--- config.mk ---
export PLATFORM = sky130hd
export DESIGN_NAME = ctrlseq_flat
export DESIGN_NICKNAME = d
export VERILOG_FILES = /design/src/rtl/ctrlseq_pkg.sv /design/src/rtl/ctrlseq_if.sv /design/src/rtl/ctrlseq_cycattr.sv /design/src/rtl/ctrlseq.sv /design/src/flat_wrapper.sv
export SDC_FILE = /design/constraint.sdc
export NUM_CORES = 1
export LEC_CHECK = 0
export BUFFER_PORTS_ARGS = -buffer_cell sky130_fd_sc_hd__buf_2
export CELL_PAD_IN_SITES_DETAIL_PLACEMENT = 0
export CELL_PAD_IN_SITES_GLOBAL_PLACEMENT = 1
export CORE_MARGIN = 2
export CORE_UTILIZATION = 38
export CTS_BUF_LIST = sky130_fd_sc_hd__clkbuf_16
export DETAILED_ROUTE_END_ITERATION = 10
export GPL_TIMING_DRIVEN = 1
export PLACE_DENSITY_LB_ADDON = 0.1
export SETUP_SLACK_MARGIN = 0.02
export SLEW_MARGIN = 20
export SYNTH_ARGS = -nofsm -noshare
export SYNTH_HDL_FRONTEND = slang
export SYNTH_SLANG_ARGS = --single-unit
--- constraint.sdc ---
create_clock -name clk -period 3 [get_ports clk]
set_input_delay 0.75 -clock clk [delete_from_list [all_inputs] [get_ports clk]]
set_output_delay 0.75 -clock clk [all_outputs]
set_load 0.02 [all_outputs]
--- src/rtl/ctrlseq_pkg.sv ---
// Shared encodings for the 8085-style control sequencer: ienb/chk_i bit positions,
// T-state and machine-cycle codes.
package ctrlseq_pkg;

  localparam int unsigned IENBSIZE = 6;
  localparam int unsigned INSTSIZE = 17;

  localparam int unsigned IENB_RRD = 0;
  localparam int unsigned IENB_RWR = 1;
  localparam int unsigned IENB_COD = 2;
  localparam int unsigned IENB_DAT = 3;
  localparam int unsigned IENB_PC  = 4;
  localparam int unsigned IENB_PD  = 5;

  localparam int unsigned INST_GO6    = 0;
  localparam int unsigned INST_DAD    = 1;
  localparam int unsigned INST_HLT    = 2;
  localparam int unsigned INST_DIO    = 3;
  localparam int unsigned INST_CYC_LO = 4;
  localparam int unsigned INST_RW_LO  = 8;
  localparam int unsigned INST_CD_LO  = 12;
  localparam int unsigned INST_CCC    = 16;

  localparam logic [2:0] TS_T1   = 3'd0;
  localparam logic [2:0] TS_T2   = 3'd1;
  localparam logic [2:0] TS_TW   = 3'd2;
  localparam logic [2:0] TS_T3   = 3'd3;
  localparam logic [2:0] TS_T4   = 3'd4;
  localparam logic [2:0] TS_T5   = 3'd5;
  localparam logic [2:0] TS_T6   = 3'd6;
  localparam logic [2:0] TS_THLT = 3'd7;

  localparam logic [2:0] MC_M1 = 3'd0;
  localparam logic [2:0] MC_M2 = 3'd1;
  localparam logic [2:0] MC_M3 = 3'd2;
  localparam logic [2:0] MC_M4 = 3'd3;
  localparam logic [2:0] MC_M5 = 3'd4;

  // Per-cycle 4-bit fields (cyc/rw/cd) of the decoded instruction word.
  function automatic logic [3:0] inst_field(input logic [INSTSIZE-1:0] chk,
                                            input int unsigned lo);
    return chk[lo +: 4];
  endfunction

endpackage

--- src/rtl/ctrlseq_if.sv ---
// Bus between the control sequencer and the ALU/register block plus external strobes.
interface ctrlseq_if;
  import ctrlseq_pkg::*;

  logic                ready;
  logic [INSTSIZE-1:0] chk_i;
  logic [IENBSIZE-1:0] ienb;
  logic                ale;
  logic                rd_;
  logic                wr_;
  logic                iom;
  logic                s1;
  logic                s0;
  logic                hlta;
  logic [2:0]          mcyc;

  modport master (
    input  ready, chk_i,
    output ienb, ale, rd_, wr_, iom, s1, s0, hlta, mcyc
  );

  modport slave (
    output ready, chk_i,
    input  ienb, ale, rd_, wr_, iom, s1, s0, hlta, mcyc
  );

endinterface

--- src/rtl/ctrlseq_cycattr.sv ---
// Attributes of the current machine cycle derived from the latched instruction fields.
module ctrlseq_cycattr
  import ctrlseq_pkg::*;
(
  input  logic [2:0] mcyc,
  input  logic [3:0] cyc,
  input  logic [3:0] rw,
  input  logic [3:0] cd,
  input  logic       dio,
  output logic       is_last,
  output logic       is_write,
  output logic       use_hl,
  output logic       is_io
);

  // Field bit k describes machine cycle M(k+2).
  always_comb begin
    is_last  = 1'b1;
    is_write = 1'b0;
    use_hl   = 1'b0;
    is_io    = 1'b0;
    case (mcyc)
      MC_M1: is_last = ~cyc[0];
      MC_M2: begin
        is_last  = ~cyc[1];
        is_write = rw[0];
        use_hl   = cd[0];
      end
      MC_M3: begin
        is_last  = ~cyc[2];
        is_write = rw[1];
        use_hl   = cd[1];
        is_io    = dio;
      end
      MC_M4: begin
        is_last  = ~cyc[3];
        is_write = rw[2];
        use_hl   = cd[2];
      end
      MC_M5: begin
        is_write = rw[3];
        use_hl   = cd[3];
      end
      default: is_last = 1'b1;
    endcase
  end

endmodule

--- src/rtl/ctrlseq.sv ---
// 8085-style timing/control sequencer: M1..M5 / T1..T6 FSM with wait states and halt,
// driving the ALU/register enables and the external bus strobes.
module ctrlseq
  import ctrlseq_pkg::*;
(
  input logic       clk,
  input logic       rst_,
  ctrlseq_if.master bus
);

  logic [2:0] t_q, t_d, m_q, m_d, m_next;
  logic       run_q;
  logic [3:0] cyc_q, rw_q, cd_q, cyc_eff;
  logic       dio_q;
  logic       is_last, is_write, use_hl, is_io;
  logic       in_t13, strobe, chk_go6, chk_hlt;

  logic [IENBSIZE-1:0] ienb;
  logic                ale, rd_n, wr_n, iom, hlta;
  logic [1:0]          st;

  assign chk_go6 = bus.chk_i[INST_GO6];
  assign chk_hlt = bus.chk_i[INST_HLT];
  // In M1 T4 the instruction word is live but not yet latched.
  assign cyc_eff = (t_q == TS_T4) ? inst_field(bus.chk_i, INST_CYC_LO) : cyc_q;

  ctrlseq_cycattr u_cycattr (
    .mcyc     (m_q),
    .cyc      (cyc_eff),
    .rw       (rw_q),
    .cd       (cd_q),
    .dio      (dio_q),
    .is_last  (is_last),
    .is_write (is_write),
    .use_hl   (use_hl),
    .is_io    (is_io)
  );

  assign m_next = is_last ? MC_M1 : m_q + 3'd1;

  always_comb begin
    t_d = t_q;
    m_d = m_q;
    case (t_q)
      TS_T1:        if (run_q) t_d = TS_T2;
      TS_T2, TS_TW: t_d = bus.ready ? TS_T3 : TS_TW;
      TS_T3: begin
        if (m_q == MC_M1) begin
          t_d = TS_T4;
        end else begin
          t_d = TS_T1;
          m_d = m_next;
        end
      end
      TS_T4: begin
        if (chk_hlt) begin
          t_d = TS_THLT;
        end else if (chk_go6) begin
          t_d = TS_T5;
        end else begin
          t_d = TS_T1;
          m_d = m_next;
        end
      end
      TS_T5: t_d = TS_T6;
      TS_T6: begin
        t_d = TS_T1;
        m_d = m_next;
      end
      TS_THLT: t_d = TS_THLT;
      default: begin
        t_d = TS_T1;
        m_d = MC_M1;
      end
    endcase
  end

  // run_q keeps the first clock after reset idle so T1 is only entered from a clean start.
  always_ff @(posedge clk or negedge rst_) begin
    if (!rst_) begin
      t_q   <= TS_T1;
      m_q   <= MC_M1;
      run_q <= 1'b0;
      cyc_q <= 4'd0;
      rw_q  <= 4'd0;
      cd_q  <= 4'd0;
      dio_q <= 1'b0;
    end else begin
      run_q <= 1'b1;
      t_q   <= t_d;
      m_q   <= m_d;
      if (t_q == TS_T4) begin
        cyc_q <= inst_field(bus.chk_i, INST_CYC_LO);
        rw_q  <= inst_field(bus.chk_i, INST_RW_LO);
        cd_q  <= inst_field(bus.chk_i, INST_CD_LO);
        dio_q <= bus.chk_i[INST_DIO];
      end
    end
  end

  assign in_t13 = (t_q == TS_T1) || (t_q == TS_T2) || (t_q == TS_TW) || (t_q == TS_T3);
  assign strobe = (t_q == TS_T2) || (t_q == TS_TW) || (t_q == TS_T3);

  always_comb begin
    ienb = '0;
    ale  = 1'b0;
    rd_n = 1'b1;
    wr_n = 1'b1;
    iom  = 1'b0;
    hlta = 1'b0;
    st   = 2'b11;
    if (run_q) begin
      if (t_q == TS_THLT) begin
        hlta = 1'b1;
        st   = 2'b00;
      end else if (m_q == MC_M1) begin
        ale  = (t_q == TS_T1);
        rd_n = ~strobe;
        if (t_q == TS_T3) begin
          ienb[IENB_COD] = 1'b1;
          ienb[IENB_PC]  = 1'b1;
        end
        if (is_last && (((t_q == TS_T4) && !chk_go6 && !chk_hlt) || (t_q == TS_T6))) begin
          ienb[IENB_RRD] = 1'b1;
          ienb[IENB_RWR] = 1'b1;
        end
      end else begin
        ale           = (t_q == TS_T1);
        iom           = is_io;
        ienb[IENB_PD] = use_hl && in_t13;
        if (is_write) begin
          st             = 2'b01;
          wr_n           = ~strobe;
          ienb[IENB_RRD] = in_t13;
        end else begin
          st   = 2'b10;
          rd_n = ~strobe;
          if (t_q == TS_T3) begin
            ienb[IENB_DAT] = 1'b1;
            ienb[IENB_PC]  = ~use_hl;
            ienb[IENB_RWR] = is_last;
          end
        end
      end
    end
  end

  assign bus.ienb = ienb;
  assign bus.ale  = ale;
  assign bus.rd_  = rd_n;
  assign bus.wr_  = wr_n;
  assign bus.iom  = iom;
  assign bus.s1   = st[1];
  assign bus.s0   = st[0];
  assign bus.hlta = hlta;
  assign bus.mcyc = m_q;

endmodule

--- src/flat_wrapper.sv ---
// flat-port wrapper written by rule: the top's interface ports become plain ports
module ctrlseq_flat import ctrlseq_pkg::*;
  (clk, rst_, bus_ready, bus_chk_i, bus_ienb, bus_ale, bus_rd_, bus_wr_, bus_iom, bus_s1, bus_s0, bus_hlta, bus_mcyc);
  ctrlseq_if bus_i ();
  input logic clk;
  input logic rst_;
  input wire logic [$bits(bus_i.ready)-1:0] bus_ready;
  input wire logic [$bits(bus_i.chk_i)-1:0] bus_chk_i;
  output wire logic [$bits(bus_i.ienb)-1:0] bus_ienb;
  output wire logic [$bits(bus_i.ale)-1:0] bus_ale;
  output wire logic [$bits(bus_i.rd_)-1:0] bus_rd_;
  output wire logic [$bits(bus_i.wr_)-1:0] bus_wr_;
  output wire logic [$bits(bus_i.iom)-1:0] bus_iom;
  output wire logic [$bits(bus_i.s1)-1:0] bus_s1;
  output wire logic [$bits(bus_i.s0)-1:0] bus_s0;
  output wire logic [$bits(bus_i.hlta)-1:0] bus_hlta;
  output wire logic [$bits(bus_i.mcyc)-1:0] bus_mcyc;
  assign bus_i.ready = bus_ready;
  assign bus_i.chk_i = bus_chk_i;
  assign bus_ienb = bus_i.ienb;
  assign bus_ale = bus_i.ale;
  assign bus_rd_ = bus_i.rd_;
  assign bus_wr_ = bus_i.wr_;
  assign bus_iom = bus_i.iom;
  assign bus_s1 = bus_i.s1;
  assign bus_s0 = bus_i.s0;
  assign bus_hlta = bus_i.hlta;
  assign bus_mcyc = bus_i.mcyc;
  ctrlseq u_core (.clk(clk), .rst_(rst_), .bus(bus_i));
endmodule
==> results.md <==
* Status: completed
* Synth-to-Final Area Change at 24.4%
* Initial antenna violation count at 0
* Worst r2r src: u_core.bus.mcyc[0]
* DIE AREA at 3680 um2
* CTS clk-pin slew, worst paths at 0.05 ns
* Cell Rows at 20
* Core Area at between 3000 and 4000 um2
* Worst EP required at ~2.3 ns
* Final Skew at between 0.002 and 0.0025 ns
* Internal power at ~0.96 mW
* Vias at 1041
* CTS root buf: clkbuf_16
* Netlist cell types at 40
* Final hold vios at 0
* H-tree levels at 1
* Final Cell Area at 1520 um2
* FF+latch count, synth at 20
* Fin Setup TNS at 0 ns
* Setup CP Type: flop to primary output
* Syn Nets at 153
* Clock Path Buffers at 2
* Sequential share of the synthesized area at 41.0%
* Critical Path, Cell by Cell: inv_1 > ha_1 > nor2b_1 > a22o_1 > o21ai_4 > nor2_1 > a41o_1 > buf_2
* Synth Instances at ~130
* Bufs and invs on worst path at 2
* YS warnings at 0
* First-pass GRT wire length at 4220 um
* Critical path's largest stage delay at 0.43 ns
* CP delay by family, top: compound AO/OA/AOI/OAI gates
* CTS Buf Count at 3
* Critical Path End Type: primary output
* Min cycle time layout at approximately 2.9 ns
* DR DRC count at 0
* Max-cap viol count at 0
* Clk_lat worst skew at 0.25 ns
* Sw Pwr at 0.658 mW
* Worst reg2reg setup slack at about 1.1 ns
* Max-slew violation count at 0
* CTS tree: yes
* Hold WC Path Type: primary input to asynchronous set/reset pin
* Logic pwr share at between 50 and 60%
* DRT antenna net count at 0
* RSZ-0062 raised after global routing: false
* Hold buffers post-CTS at 0
* CP Max Fanout at 6
* Power Density at 1070 nW/um2
* Num ports at 36
* Largest vdd supply drop at ~0.38 mV
* Mapped Avg Cell Area at 9.54 um2
* Reg2Reg Depth at 8
* Routability cong. at 0.754
* TritonCTS Sinks at 20
* WL/cell at 12.7 um
* Final-report setup violation count at 0
* Netlist Area Pre-Place at 1220 um2
* Share of cells above drive strength 1 at 36.4%
* Detailed placement HPWL at between 2000 and 2500 um
* PortBufs at 33
* Routed WL at 2610 um
* Drt initial violations at 35
* DIE HEIGHT at 60.7 um
* Post-layout power at 1.62 mW
* Worst EP arrival at 2.12 ns
* Starting Density at 40.0%
* Largest net degree at the start of global routing at 21
* Reg power frac at a little under a third
* Slowest stage cell, crit path: dfrtp_1
* Lkg Pwr at 0.712 nW
* Startpoint Class: flop
* Drt via density at 5.05
* Nets at 188
* Gr ovfl total at 0
* Clk pwr share at between 10% and 20%
* Dpl cell area at 1430 um2
* Gr usage total at 15.4%
* Reg2reg end: u_core.bus.mcyc[1]
* Fmax at 0.349 GHz
* Crit path from: u_core.bus.mcyc[0]
* Die W at between 60 and 70 um
* Pre-antenna DRT Iters at 4
* Sw frac at approximately two fifths
* Vias in the first global route at 973
* Tcrit/Tclk final at 95.6%
* # diodes at 0
-- cell usage in the layout, fill, tap and decap left out, types with 2 or more instances in the layout --
cell / count
a21oi_1: 4
a31oi_1: 2
buf_2: 33
buf_4: 4
clkbuf_16: 3
dfrtp_1: 20
ha_1: 5
inv_1: 8
mux2_2: 12
mux2i_1: 2
nand2_1: 11
nand2b_1: 6
nand3_1: 2
nor2_1: 9
nor2b_1: 3
nor3_1: 3
o21ai_0: 10
o221ai_1: 2
-- cells in the mapped netlist --
cell,count,share of area [%]
nor4_1,1,0.51
o21ai_1,1,0.41
and3_1,1,0.51
o221ai_2,1,1.2
a21boi_1,1,0.61
nor2b_1,3,1.5
a21o_1,1,0.61
or2_2,1,0.51
o221ai_1,2,1.4
mux2_2,12,11
o21ba_2,1,0.82
o211ai_1,1,0.61
mux2i_1,2,1.6
and2_1,1,0.51
mux2_4,1,1.2
a32oi_1,1,0.72
nor3_1,3,1.2
a22oi_1,1,0.61
o21ai_0,10,4.1
buf_6,2,1.8
nor3b_1,1,0.61
nand3_1,2,0.82
a31oi_1,2,1.0
o31ai_1,1,0.61
ha_1,5,5.1
conb_1,1,0.31
a41o_1,1,0.82
dfrtp_1,20,41
and2_4,1,0.72
nand2b_1,6,3.1
buf_2,1,0.41
a22o_1,1,0.72
o22ai_1,1,0.51
or2_0,1,0.51
inv_1,8,2.5
clkbuf_1,4,1.2
a21oi_1,4,1.6
nand2_1,11,3.4
nor2_2,1,0.51
nor2_1,9,2.8
-- state kept, by name, summed over array words and instances (netlist names) --
signal and count:
u_core.bus.mcyc 3, u_core.rw_q 4, u_core.cyc_q 4, u_core.t_q 3, u_core.cd_q 4, u_core.dio_q 1, u_core.run_q 1
-- layer usage --
metal	up-vias	GRT usage [%]	share of wire, %
li1	514	-	-
met1	504	21.3	49
met2	21	23.8	47
met3	2	3.20	4.0
met4	0	5.59	0.69
met5	-	0	0
-- final cells by class --
type                    count  area [um2]
clock buffers               3        75.1
clock inverters             1        3.75
fillers                   311        1530
inverters                   8        30.0
multi-input cells          93         659
flip-flops and latches     20         500
well taps                  44        55.1
repair buffers             37         195
-- cell families after synthesis --
logic type	after synthesis	synth area share [%]
mux	15	13.9
buf+inv	15	5.94
flops	20	41.0
other cells	1	0.307
compound gates	30	16.5
fa+ha+maj	5	5.12
simple gates	42	17.2
-- worst max path at each step --
| stage | endpoint | slack (ns) | depth (start not counted) |
|---|---|---|---|
| after floorplan | bus_s1 | 0.13 | 7 |
| after global placement | bus_ienb[0] | 0.29 | 8 |
| after detailed placement | bus_ienb[0] | 0.28 | 8 |
| after CTS | bus_ienb[0] | 0.1 | 8 |
| after global routing | bus_ienb[0] | 0.02 | 8 |
| final | bus_ienb[0] | 0.13 | 8 |
-- power groups by stage --
stage / sequential [mW] / clock [mW] / combinational, mW
finish: 0.515 / 0.272 / 0.832
detailed placement: 0.520 / 0 / 0.820
floorplan: 0.474 / 0 / 0.654
CTS: 0.516 / 0.283 / 0.828
global placement: 0.516 / 0 / 0.807
global route: 0.537 / 0.294 / 0.922
-- metrics by stage --
stage / worst slack (ns) / hold WS, ns / std cells / util [%]
2_1_floorplan: 0.129 / 0.454 / 128 / -
3_3_place_gp: 0.290 / 0.485 / 202 / 46.8
3_5_place_dp: 0.275 / 0.490 / 202 / 46.8
4_1_cts: 0.0987 / 0.464 / 206 / 49.5
5_1_grt: 0.0206 / 0.476 / 206 / 49.8
6_report: 0.133 / 0.443 / 206 / 49.8
-- timing repair --
action | CTS | global route
setup buffers | 0 | 0
resized for setup | 1 | 1
setup endpoints to repair | 2 | 3
(Power assumes the default switching activity.)
